$ cat config.mk
export PLATFORM = sky130hd
export DESIGN_NAME = apb_multi_slave_mem
export DESIGN_NICKNAME = d
export VERILOG_FILES = /design/src/rtl/apb_multi_slave_mem.sv
export SDC_FILE = /design/constraint.sdc
export NUM_CORES = 1
export LEC_CHECK = 0
export CAP_MARGIN = 20
export CORE_MARGIN = 2
export CORE_UTILIZATION = 64
export CTS_CLUSTER_SIZE = 24
export DETAILED_ROUTE_END_ITERATION = 7
export DONT_BUFFER_PORTS = 1
export PLACE_DENSITY_LB_ADDON = 0.15
export REMOVE_ABC_BUFFERS = 1
export SYNTH_ARGS = -nofsm -noshare
export SYNTH_HDL_FRONTEND = slang
export SYNTH_SLANG_ARGS = --single-unit
$ cat constraint.sdc
create_clock -name pclk -period 2.9 [get_ports pclk]
set_input_delay 0.29 -clock pclk [delete_from_list [all_inputs] [get_ports pclk]]
set_output_delay 0.29 -clock pclk [all_outputs]
set_load 0.005 [all_outputs]
$ cat src/rtl/apb_multi_slave_mem.sv
// apb_multi_slave_mem
// APB4 completer backing NO_OF_SLAVES independent word-addressed memories
// selected by a one-hot pselx. Byte-strobe writes, WAIT_STATES cycles of
// pready low before completion, pslverr on range/alignment/select errors.
// Optional feature macro: APB_PROT_CHECK_EN -- when defined, non-secure
// accesses (pprot[1] = 1) to the upper half of a slave memory are rejected.
module apb_multi_slave_mem #(
    parameter int NO_OF_SLAVES  = 1,
    parameter int ADDRESS_WIDTH = 32,
    parameter int DATA_WIDTH    = 32,
    parameter int MEM_DEPTH     = 16,
    parameter int WAIT_STATES   = 0
) (
    input  logic                      pclk,
    input  logic                      preset_n,
    input  logic [NO_OF_SLAVES-1:0]   pselx,
    input  logic                      penable,
    input  logic                      pwrite,
    input  logic [ADDRESS_WIDTH-1:0]  paddr,
    input  logic [DATA_WIDTH-1:0]     pwdata,
    input  logic [DATA_WIDTH/8-1:0]   pstrb,
    input  logic [2:0]                pprot,
    output logic                      pready,
    output logic [DATA_WIDTH-1:0]     prdata,
    output logic                      pslverr
);

    localparam int STRB_W     = DATA_WIDTH / 8;
    localparam int ALIGN_BITS = $clog2(STRB_W);
    localparam int OFF_W      = $clog2(MEM_DEPTH);
    localparam int SEL_W      = (NO_OF_SLAVES > 1) ? $clog2(NO_OF_SLAVES) : 1;
    localparam logic [ADDRESS_WIDTH-1:0] ALIGN_MASK = ADDRESS_WIDTH'((1 << ALIGN_BITS) - 1);
    localparam logic [ADDRESS_WIDTH-1:0] DEPTH_A    = ADDRESS_WIDTH'(MEM_DEPTH);
    localparam logic [3:0]               WAIT_INIT  = 4'(WAIT_STATES);

    typedef enum logic [1:0] {
        S_IDLE,
        S_WAIT,
        S_READY
    } state_t;

    state_t state_reg, state_next;
    logic [3:0] cnt_reg, cnt_next;
    logic       latch_en;
    logic       commit;

    // Transfer attributes captured in the setup cycle
    logic [SEL_W-1:0]      idx_reg;
    logic                  write_reg;
    logic [OFF_W-1:0]      off_reg;
    logic [DATA_WIDTH-1:0] wdata_reg;
    logic [STRB_W-1:0]     strb_reg;
    logic                  err_reg;

    logic pready_reg;
    logic pslverr_reg;
    logic [DATA_WIDTH-1:0] prdata_reg;

    // ---------------------------------------------------------------
    // Setup-cycle decode straight from the bus
    // ---------------------------------------------------------------
    logic [ADDRESS_WIDTH-1:0] bus_offset;
    logic                     bus_onehot;
    logic                     bus_err;
    logic [SEL_W-1:0]         bus_idx;
    logic                     setup;
    logic                     unused_prot;

    assign bus_offset = paddr >> ALIGN_BITS;
    assign bus_onehot = (pselx != '0) && ((pselx & (pselx - NO_OF_SLAVES'(1))) == '0);
    assign setup      = (|pselx) && !penable;
    // pprot only influences the error flag (when enabled); it is folded
    // into err_reg at setup, so no separate copy of it is kept.
    assign unused_prot = ^pprot;

`ifdef APB_PROT_CHECK_EN
    assign bus_err = !bus_onehot
                   || (|(paddr & ALIGN_MASK))
                   || (bus_offset >= DEPTH_A)
                   || (pprot[1] && (bus_offset >= ADDRESS_WIDTH'(MEM_DEPTH / 2)));
`else
    assign bus_err = !bus_onehot
                   || (|(paddr & ALIGN_MASK))
                   || (bus_offset >= DEPTH_A);
`endif

    // One-hot to binary slave index (lowest set bit wins; multi-hot is an error anyway)
    always_comb begin
        bus_idx = '0;
        for (int i = NO_OF_SLAVES - 1; i >= 0; i--) begin
            if (pselx[i]) bus_idx = SEL_W'(i);
        end
    end

    // ---------------------------------------------------------------
    // Current-transfer view: with zero wait states the commit happens on
    // the setup edge itself, so the live bus must be used instead of the
    // latched copy.
    // ---------------------------------------------------------------
    logic                  in_idle;
    logic [SEL_W-1:0]      cur_idx;
    logic                  cur_write;
    logic [OFF_W-1:0]      cur_off;
    logic [DATA_WIDTH-1:0] cur_wdata;
    logic [STRB_W-1:0]     cur_strb;
    logic                  cur_err;

    assign in_idle   = (state_reg == S_IDLE);
    assign cur_idx   = in_idle ? bus_idx                 : idx_reg;
    assign cur_write = in_idle ? pwrite                  : write_reg;
    assign cur_off   = in_idle ? bus_offset[OFF_W-1:0]   : off_reg;
    assign cur_wdata = in_idle ? pwdata                  : wdata_reg;
    assign cur_strb  = in_idle ? pstrb                   : strb_reg;
    assign cur_err   = in_idle ? bus_err                 : err_reg;

    // ---------------------------------------------------------------
    // FSM
    // ---------------------------------------------------------------
    // State and wait-counter registers
    always_ff @(posedge pclk or negedge preset_n) begin
        if (!preset_n) begin
            state_reg <= S_IDLE;
            cnt_reg   <= '0;
        end else begin
            state_reg <= state_next;
            cnt_reg   <= cnt_next;
        end
    end

    // Next-state, counter and commit decision
    always_comb begin
        state_next = state_reg;
        cnt_next   = cnt_reg;
        latch_en   = 1'b0;
        commit     = 1'b0;
        case (state_reg)
            S_IDLE: begin
                if (setup) begin
                    latch_en = 1'b1;
                    cnt_next = WAIT_INIT;
                    if (WAIT_STATES == 0) begin
                        state_next = S_READY;
                        commit     = 1'b1;
                    end else begin
                        state_next = S_WAIT;
                    end
                end
            end
            S_WAIT: begin
                if (pselx == '0) begin
                    // Requester abort: drop the transfer silently
                    state_next = S_IDLE;
                end else if (cnt_reg <= 4'd1) begin
                    state_next = S_READY;
                    commit     = 1'b1;
                end else begin
                    cnt_next = cnt_reg - 4'd1;
                end
            end
            S_READY: state_next = S_IDLE;
            default: state_next = S_IDLE;
        endcase
    end

    // Capture transfer attributes in the setup cycle
    always_ff @(posedge pclk or negedge preset_n) begin
        if (!preset_n) begin
            idx_reg   <= '0;
            write_reg <= 1'b0;
            off_reg   <= '0;
            wdata_reg <= '0;
            strb_reg  <= '0;
            err_reg   <= 1'b0;
        end else if (latch_en) begin
            idx_reg   <= bus_idx;
            write_reg <= pwrite;
            off_reg   <= bus_offset[OFF_W-1:0];
            wdata_reg <= pwdata;
            strb_reg  <= pstrb;
            err_reg   <= bus_err;
        end
    end

    // ---------------------------------------------------------------
    // Slave memories: one independent array per slave, cleared on reset
    // ---------------------------------------------------------------
    logic [DATA_WIDTH-1:0] rd_words [NO_OF_SLAVES];
    logic [DATA_WIDTH-1:0] rd_word;

    generate
        for (genvar gi = 0; gi < NO_OF_SLAVES; gi++) begin : g_slave
            logic [DATA_WIDTH-1:0] mem [MEM_DEPTH];

            // Byte-lane write on the commit edge of an error-free write to this slave
            always_ff @(posedge pclk or negedge preset_n) begin
                if (!preset_n) begin
                    for (int w = 0; w < MEM_DEPTH; w++) mem[w] <= '0;
                end else if (commit && cur_write && !cur_err && (cur_idx == SEL_W'(gi))) begin
                    for (int b = 0; b < STRB_W; b++) begin
                        if (cur_strb[b]) mem[cur_off][8*b +: 8] <= cur_wdata[8*b +: 8];
                    end
                end
            end

            assign rd_words[gi] = mem[cur_off];
        end
    endgenerate

    assign rd_word = rd_words[cur_idx];

    // Registered response: only non-zero during the single READY cycle
    always_ff @(posedge pclk or negedge preset_n) begin
        if (!preset_n) begin
            pready_reg  <= 1'b0;
            pslverr_reg <= 1'b0;
            prdata_reg  <= '0;
        end else begin
            pready_reg  <= commit;
            pslverr_reg <= commit && cur_err;
            prdata_reg  <= (commit && !cur_write && !cur_err) ? rd_word : '0;
        end
    end

    assign pready  = pready_reg;
    assign pslverr = pslverr_reg;
    assign prdata  = prdata_reg;

endmodule
# == Word-level counts from Yosys, hierarchy flattened ==
# Cells that the tools add are included.
# totals
regBits,594
inputBits,76
# classes
n_addsub,2
n_lt_le_gt_ge,4
eq_ne,5
n_mux,41
n_bitwise,3
n_reduce_logical,19
# ops
cell,n
$mux 512,7
$bwmux 512,4
$demux 32 s4,4
$mux 32,5
$bmux 32 s4,1
$ge 30x5->1 const B,1
$mux 24,1
$mux 4,5
$mux 16,1
$logic_and 1x1->1,8
$mux 8,1
$pmux 4 s2,1
$mux 1,6
$mux 2,3
$ne 2x2->1 const B,3
$ge 5x5->1 const B,1
$lt 5x1->1 const B,1
$not 4->5,1
$le 4x1->1 const B,1
$logic_not 1->1,4
$pmux 2 s2,1
$reduce_and 4->1,1
$sub 4x1->4 const B,1
$ne 3x3->1 const B,1
other kinds (10),11

# == Longest topological paths before layout ==
# Gate-level depths: netlist of run 1.
# logic_depth
word_depth,19
mapped_depth,8
depth_no_buf,5

# == Worst setup path after synthesis of run 1 ==
# Ideal clock, no wire load.
# synth_path
path_kind,register to register
startpoint,reg state_reg[1]
endpoint,reg g_slave[0].mem[480] (netlist name)
setup_time_ns,0.125
t_arrival_ns,1.954
required_time_ns,2.775
path_slack_ns,0.821
stages_incl_launch_ff,7
n_path_buf,2
path_cell_list,dfrtp_1 or3b_1 nor4_2 buf_6 buf_12 nand3_4 mux2_4
# synth_via
elab_chain_len,18
elab_cells_between_ends,31
# synth_lines
item,line_no,rtl
"start, declared",42,"state_t state_reg, state_next;"
"start signal, assigned",125,state_reg <= state_next;
$logic_not 2->1,"108, 136",
$mux 4,111,assign cur_off = in_idle ? bus_offset[OFF_W-1:0] : off_reg;
$not 4->5 (not written as such),200,if (cur_strb[b]) mem[cur_off][8*b +: 8] <= cur_wdata[8*b +: 8];
$ge 5x5->1 (not written as such) / $lt 5x1->1 (equally long branches),200,
$logic_and 1x1->1 (not written as such),200,
$mux 8 (not written as such),200,
$demux 32 s4,200,
$bwmux 512,200,
[... 2 more ...],-,
$bwmux 512,200,
$mux 512,200,
$mux 512,198,end else if (commit && cur_write && !cur_err && (cur_idx == SEL_W'(gi))) begin
$bwmux 512,200,
$mux 512,200,
$mux 512,198,
$bwmux 512,200,
$mux 512,200,
"end signal, assigned by index",200,
"end, declared",192,logic [DATA_WIDTH-1:0] mem [MEM_DEPTH];
# Parallel ways exist; a longest one is shown, timed or not. The select of a mux whose other input is x is not followed.
# A chain may end at the register's enable or synchronous reset.

# == Final worst setup path of run 1 ==
# layout_path
startpoint,reg state_reg[1]
endpoint,reg g_slave[0].mem[143] (netlist name)
# layout_via
elab_chain_len,15
elab_cells_between_ends,31
# layout_lines
item,line_no
$logic_not 2->1,"108, 136"
$mux 4,111
$not 4->5 (not written as such),200
$ge 5x5->1 (not written as such) (tied with other cells),200
$logic_and 1x1->1 (not written as such) / $bwmux 512 (equally long branches),200
$mux 16 (not written as such) / $mux 512 (equally long branches),200
$demux 32 s4 / $mux 512 (equally long branches),"200, 198"
$bwmux 512,200
$mux 512,200
$mux 512,198
$bwmux 512,200
$mux 512,200
$mux 512,198
$bwmux 512,200
$mux 512,200
# Parallel ways exist; a longest one is shown, timed or not. The select of a mux whose other input is x is not followed.

==> results of run 1 <==
-- Yosys cell counts (all sizes together), types with 2 or more instances --
master / instances
a21boi: 8
a21oi: 248
a22o: 4
a2bb2oi: 2
and2: 4
buf: 67
clkbuf: 95
dfrtp: 583
inv: 2
mux2: 544
nand2: 116
nand2b: 2
nand3: 65
nand3b: 3
nand4: 2
nor2: 20
nor3: 2
nor4: 70
nor4bb: 31
o21ai: 66
o22ai: 155
or3b: 4
-- critical path, stage by stage (launching register included) --
cell and delay, ns:
dfrtp_2 0.57, buf_4 0.35, and2b_1 0.22, a2bb2oi_2 0.08, buf_4 0.26, nor2_2 0.49
nand3_4 0.32, mux2_4 0.38
-- cell type report --
cell class,count,area (um^2)
inverter,3,11.26
fill,2882,12560
clock buffer,81,1697
tap,592,740.7
clock inverter,22,195.2
sequential,583,14590
timing repair buffer,109,1146
multi-input combinational,1356,13280
-- routing by layer --
metal,up-vias,GRT usage [%],wire (um)
met1,9555,46.20,32190
li1,7785,-,-
met2,829,50.30,34450
met5,-,0,0
met3,213,6.709,5723
met4,0,14.60,3079
-- worst max-delay path by stage --
stage                                            endpoint  slack [ns]
after global placement                prdata[0]$_DFF_PN0_        0.25
after detailed placement              prdata[0]$_DFF_PN0_        0.19
after global routing      g_slave[0].mem[451]$_DFFE_PN0P_        0.04
after CTS                             prdata[0]$_DFF_PN0_        0.14
after floorplan             g_slave[0].mem[0]$_DFFE_PN0P_      -10.10
final                     g_slave[0].mem[143]$_DFFE_PN0P_        0.09
-- cell families (layout without fill, tap and decap cells) --
kind of cell           after synthesis  in the layout  share of synthesized area, %
AND/OR/NAND/NOR                    323            323                         9.000
AO/OA/AOI/OAI                      489            489                         9.560
multiplexers                       544            544                         27.68
flip-flops                         583            583                         50.94
buffers and inverters              165            215                         2.814
-- where the power goes --
part           internal, W  leakage (nW)  total [W]  switching, W
Clock              0.00431         0.941    0.00751       0.00319
Combinational     0.000580          7.11    0.00165       0.00107
Sequential         0.00821          8.09    0.00827     0.0000569
Total               0.0131          16.1     0.0174       0.00432
-- metrics by stage --
stage	worst slack (ns)	hold WS, ns	utilization [%]	total power [W]	area [um^2]
floorplan	-10.10	-0.005591	-	0.009376	27840
global placement	0.2504	0.02514	66.51	0.009931	29410
detailed placement	0.1869	0.02532	66.51	0.009973	29410
CTS	0.1442	-0.6212	71.60	0.01746	31660
global route	0.04208	-0.6263	71.60	0.01792	31660
finish	0.09296	-0.6192	71.60	0.01743	31660
==> impl_results.md, run 1 <==
* RSZ-0062 raised after global routing: false
* Clock Pin Slew Worst Setup and Hold Paths at 0.07 ns
* Initial drt markers at 1856
* WP data required at 3.38 ns
* Max_cap viols at 0
* Largest register FFs at 512
* Netlist cell types at 43
* Setup TNS at 0 ns
* Cell Area, Synth at 28640 um^2
* Final net count at 2186
* RePlAce Congestion at 0.8037
* Crit path time final at 2.807 ns
* Synth top area cells: dfrtp_1 51%, mux2_4 25%, a21oi_1 4.3%
* Die Width at 215.5 um
* Hold Worst Slack at -0.6192 ns
* Mean area per synthesized cell at 13.61 um^2
* Initial core utilization at 64.76%
* Die Footprint at 46450 um^2
* Core area at 44220 um^2
* CP max FO at 16
* Crit. End Element: register
* Max clock buf depth at 3
* DR WL/cell at 27.47 um
* GRT Resource Usage Total at 32.99%
* Crit path from: state_reg[1]$_DFFE_PN0P_
* Commonest non-fill, non-tap cell in the layout: dfrtp_1
* Clock root buffer: clkbuf_16
* Clk_lat worst skew at 0.62 ns
* Vias in the first global route at 19970
* Chip height at 215.5 um
* Post-Syn Instances at 2104
* CP arrival at 3.29 ns
* Highest Clock Rate at 0.3562 GHz
* Final setup viols at 0
* CTS Hold Buffers Added at 36
* Non-filler cells, final at 2746
* Final hold violation count at 455
* Total gr overflow at 0
* Sequential fraction of the synthesis area at 50.94%
* Violated checks: hold timing, slew limit
* Pleak at 16.13 nW
* Worst slew pin tran at 2.810 ns
* Async set-reset flop share out of synthesis at 100.0%
* Most frequent cells in the layout: 582 x dfrtp_1, 480 x mux2_4, 248 x a21oi_1
* Post-synth EDFFs at 0
* FF-to-FF setup slack at 0.09 ns
* Period utilization at 96.79%
* Pwr Density at 550.5 nW/um^2
* Remaining DRCs at 0
* Clock Skew at 0.01334 ns
* I/O pins at 110
* Critical Path Start Type: register
* Antenna viol nets, final at 0
* # rows at 77
* Synth Warn # at 0
* Detailed placement HPWL at 43430 um
* Worst min path class: in2async
* CTS tree: built
* Synth top area share at 50.94%
* Reg2reg start: state_reg[1]$_DFFE_PN0P_
* Routed Wire Length at 75440 um
* Area grow syn2layout at 10.56%
* Antenna diodes at 0
* Routed vias/inst at 6.694
* Final Slew Violations at 376
* First-pass GRT wire length at 118700 um
* I/O Buffers at 0
* Status: finished, violations left
* VDD IR max at 0.0004459 V
* Initial antenna violation count at 0
* First-pass DRT Iterations at 5
* Number of synthesized register bits at 583
* Pin count of the biggest net entering global routing at 584
* H-tree depth at 2
* Clk sinks at 583
* Postcts setup bufs at 0
* FF-to-FF path depth at 7
* Share of cells above drive strength 1 at 37.65%
* Via count at 18380
* Crit Reg-Reg Endpoint: g_slave[0].mem[143]$_DFFE_PN0P_
* Top_reg_cell synth: dfrtp_1
* Placed Cells at 2607
* Slew Limit Headroom at -87.36%
* PostCTS Resize Cnt at 0
* Post-synth top area cell: dfrtp_1
* TritonCTS Buffers at 57
* CP Class: reg2reg
No activity file was read; power rests on OpenSTA's default activity.
==> inputs of run 2 (changes only) <==
--- a/config.mk
+++ b/config.mk
@@ -13,6 +13,7 @@
 export DONT_BUFFER_PORTS = 1
 export PLACE_DENSITY_LB_ADDON = 0.15
 export REMOVE_ABC_BUFFERS = 1
+export SLEW_MARGIN = 20
 export SYNTH_ARGS = -nofsm -noshare
 export SYNTH_HDL_FRONTEND = slang
 export SYNTH_SLANG_ARGS = --single-unit
==> results of run 2 <==
The final DEF is identical to that of run 1; final timing and power are the same.
==> inputs of run 3 (changes only) <==
--- a/config.mk
+++ b/config.mk
@@ -7,11 +7,12 @@
 export LEC_CHECK = 0
 export CAP_MARGIN = 20
 export CORE_MARGIN = 2
-export CORE_UTILIZATION = 64
+export CORE_UTILIZATION = 69
 export CTS_CLUSTER_SIZE = 24
 export DETAILED_ROUTE_END_ITERATION = 7
 export DONT_BUFFER_PORTS = 1
 export PLACE_DENSITY_LB_ADDON = 0.15
+export RECOVER_POWER = 50
 export REMOVE_ABC_BUFFERS = 1
 export SLEW_MARGIN = 20
 export SYNTH_ARGS = -nofsm -noshare
==> constraint.sdc (replaced) <==
create_clock -name pclk -period 3.4 [get_ports pclk]
set_input_delay 0.34 -clock pclk [delete_from_list [all_inputs] [get_ports pclk]]
set_output_delay 0.34 -clock pclk [all_outputs]
set_load 0.005 [all_outputs]
==> impl_results.md, run 3 (synthesized netlist as in run 1, its figures left out) <==
* PostCTS Resize Cnt at 0 (unchanged)
* Clk_lat worst skew at 0.62 ns (about the same)
* First-pass GRT wire length at 121200 um (+2.1%)
* Worst slew pin tran at 1.108 ns (-1.702 ns)
* Worst min path class: in2async
* CP arrival at 3.56 ns (+0.27 ns)
* Most frequent cells in the layout: 582 x dfrtp_1, 480 x mux2_4, 248 x a21oi_1
* Reg2reg start: state_reg[1]$_DFFE_PN0P_
* Detailed placement HPWL at 42540 um (-2.0%)
* Violated checks: hold timing
* CP Class: reg2reg
* Chip height at 207.7 um (-3.6%)
* Vias in the first global route at 20030 (+0.33%)
* Final hold violation count at 583 (+28%)
* Via count at 18520 (+0.73%)
* Pin count of the biggest net entering global routing at 584 (unchanged)
* I/O pins at 110 (unchanged)
* Setup ws final at 0.3100 ns (+0.2170 ns)
* Routed vias/inst at 6.953 (+3.9%)
* TritonCTS Buffers at 58 (+1.8%)
* Total gr overflow at 0 (unchanged)
* Clock Pin Slew Worst Setup and Hold Paths at 0.06 ns (about the same)
* Area grow syn2layout at 9.424%
* Routed Wire Length at 77130 um (+2.2%)
* First-pass DRT Iterations at 8 (+3)
* RePlAce Congestion at 0.8587 (+6.8%)
* Remaining DRCs at 0 (unchanged)
* Pleak at 15.99 nW (-0.93%)
* Final net count at 2161 (-1.1%)
* Critical Path Start Type: register
* Crit. End Element: register
* Die Width at 207.7 um (-3.6%)
* Crit path from: state_reg[1]$_DFFE_PN0P_
* Share of cells above drive strength 1 at 36.67% (-0.98 points)
* Postcts setup bufs at 0 (unchanged)
* Clk sinks at 583 (unchanged)
* Status: finished, violations left
* Commonest non-fill, non-tap cell in the layout: dfrtp_1
* # rows at 74 (-3.9%)
* CTS tree: built
* Highest Clock Rate at 0.3236 GHz (-9.2%)
* CP max FO at 21 (+5)
* Initial antenna violation count at 0 (unchanged)
* CTS Hold Buffers Added at 36 (unchanged)
* VDD IR max at 0.0004218 V (-5.4%)
* Largest register FFs at 512 (unchanged)
* Core area at 40920 um^2 (-7.5%)
* I/O Buffers at 0 (unchanged)
* Clock Skew at 0.01318 ns (-0.0001560 ns)
* RSZ-0062 raised after global routing: false
* Final Slew Violations at 0 (-100%)
* Slew Limit Headroom at 26.14% (+110 points)
* Antenna viol nets, final at 0 (unchanged)
* Max clock buf depth at 3 (unchanged)
* Crit path time final at 3.090 ns (+0.2830 ns)
* H-tree depth at 2 (unchanged)
* Pwr Density at 479.7 nW/um^2 (-13%)
* Initial drt markers at 1941 (+4.6%)
* DR WL/cell at 28.96 um (+5.4%)
* Hold Worst Slack at -0.5823 ns (+0.03690 ns)
* Pre-CTS setup slack at 0.3869 ns (+0.2000 ns)
* Initial core utilization at 69.98% (+5.2 points)
* Period utilization at 90.88% (-5.9 points)
* Clock root buffer: clkbuf_16
* GRT Resource Usage Total at 36.48% (+3.5 points)
* WP data required at 3.87 ns (+0.49 ns)
* Final setup viols at 0 (unchanged)
* Max_cap viols at 0 (unchanged)
* Die Footprint at 43150 um^2 (-7.1%)
[run 3: metrics by stage]
stage | area [um^2] | setup TNS [ns] | utilization [%] | power [W] | std cells
finish | 31340 | 0 | 76.57 | 0.01503 | 2663
global route | 31330 | 0 | 76.57 | 0.01545 | 2662
CTS | 31330 | 0 | 76.57 | 0.01503 | 2662
detailed placement | 29010 | 0 | 70.90 | 0.008450 | 2521
global placement | 29010 | 0 | 70.90 | 0.008412 | 2521
floorplan | 27840 | -4754.22 | - | 0.007997 | 1942
[run 3: layout make-up]
type | count | area [um^2]
antenna | 1 | 2.502
clock buffer | 84 | 1723
clock inverter | 21 | 236.5
fill | 2424 | 9588
inverter | 3 | 11.26
multi-input combinational | 1356 | 13280
sequential | 583 | 14590
tap | 532 | 665.6
timing repair buffer | 83 | 825.8
[run 3: worst max-delay path: stages (launching register included)]
cell and delay (ns):
dfrtp_2 0.62, buf_4 0.41, nor2_1 0.15, a2bb2oi_2 0.60
buf_4 0.33, buf_4 0.23, o22ai_1 0.13, nor4bb_1 0.44
[run 3: where the power goes]
group | switching (W) | internal, W | total [W]
Sequential | 0.0000492 | 0.00700 | 0.00705
Clock | 0.00274 | 0.00388 | 0.00662
Combinational | 0.000898 | 0.000461 | 0.00136
Total | 0.00369 | 0.0113 | 0.0150
[run 3: final timing paths]
path	endpoint	slack, ns	cells after the start
max	prdata[22]$_DFF_PN0_	0.31	7
min	wdata_reg[21]$_DFFE_PN0P_	-0.58	0
max reg2reg	prdata[22]$_DFF_PN0_	0.31	7
min reg2reg	wdata_reg[13]$_DFFE_PN0P_	0.47	2
max in group asynchronous	state_reg[1]$_DFFE_PN0P_	3.00	0
min in group pclk	pslverr$_DFF_PN0_	0.07	4
[run 3: routing by layer]
metal  GRT usage [%]  vias to the layer above  routed length [um]
met5               0                        -                   0
met4           14.75                        0                3074
met3           9.501                      226                6901
met2           55.08                      944               35060
met1           50.90                     9593               32090
li1                -                     7754                   -
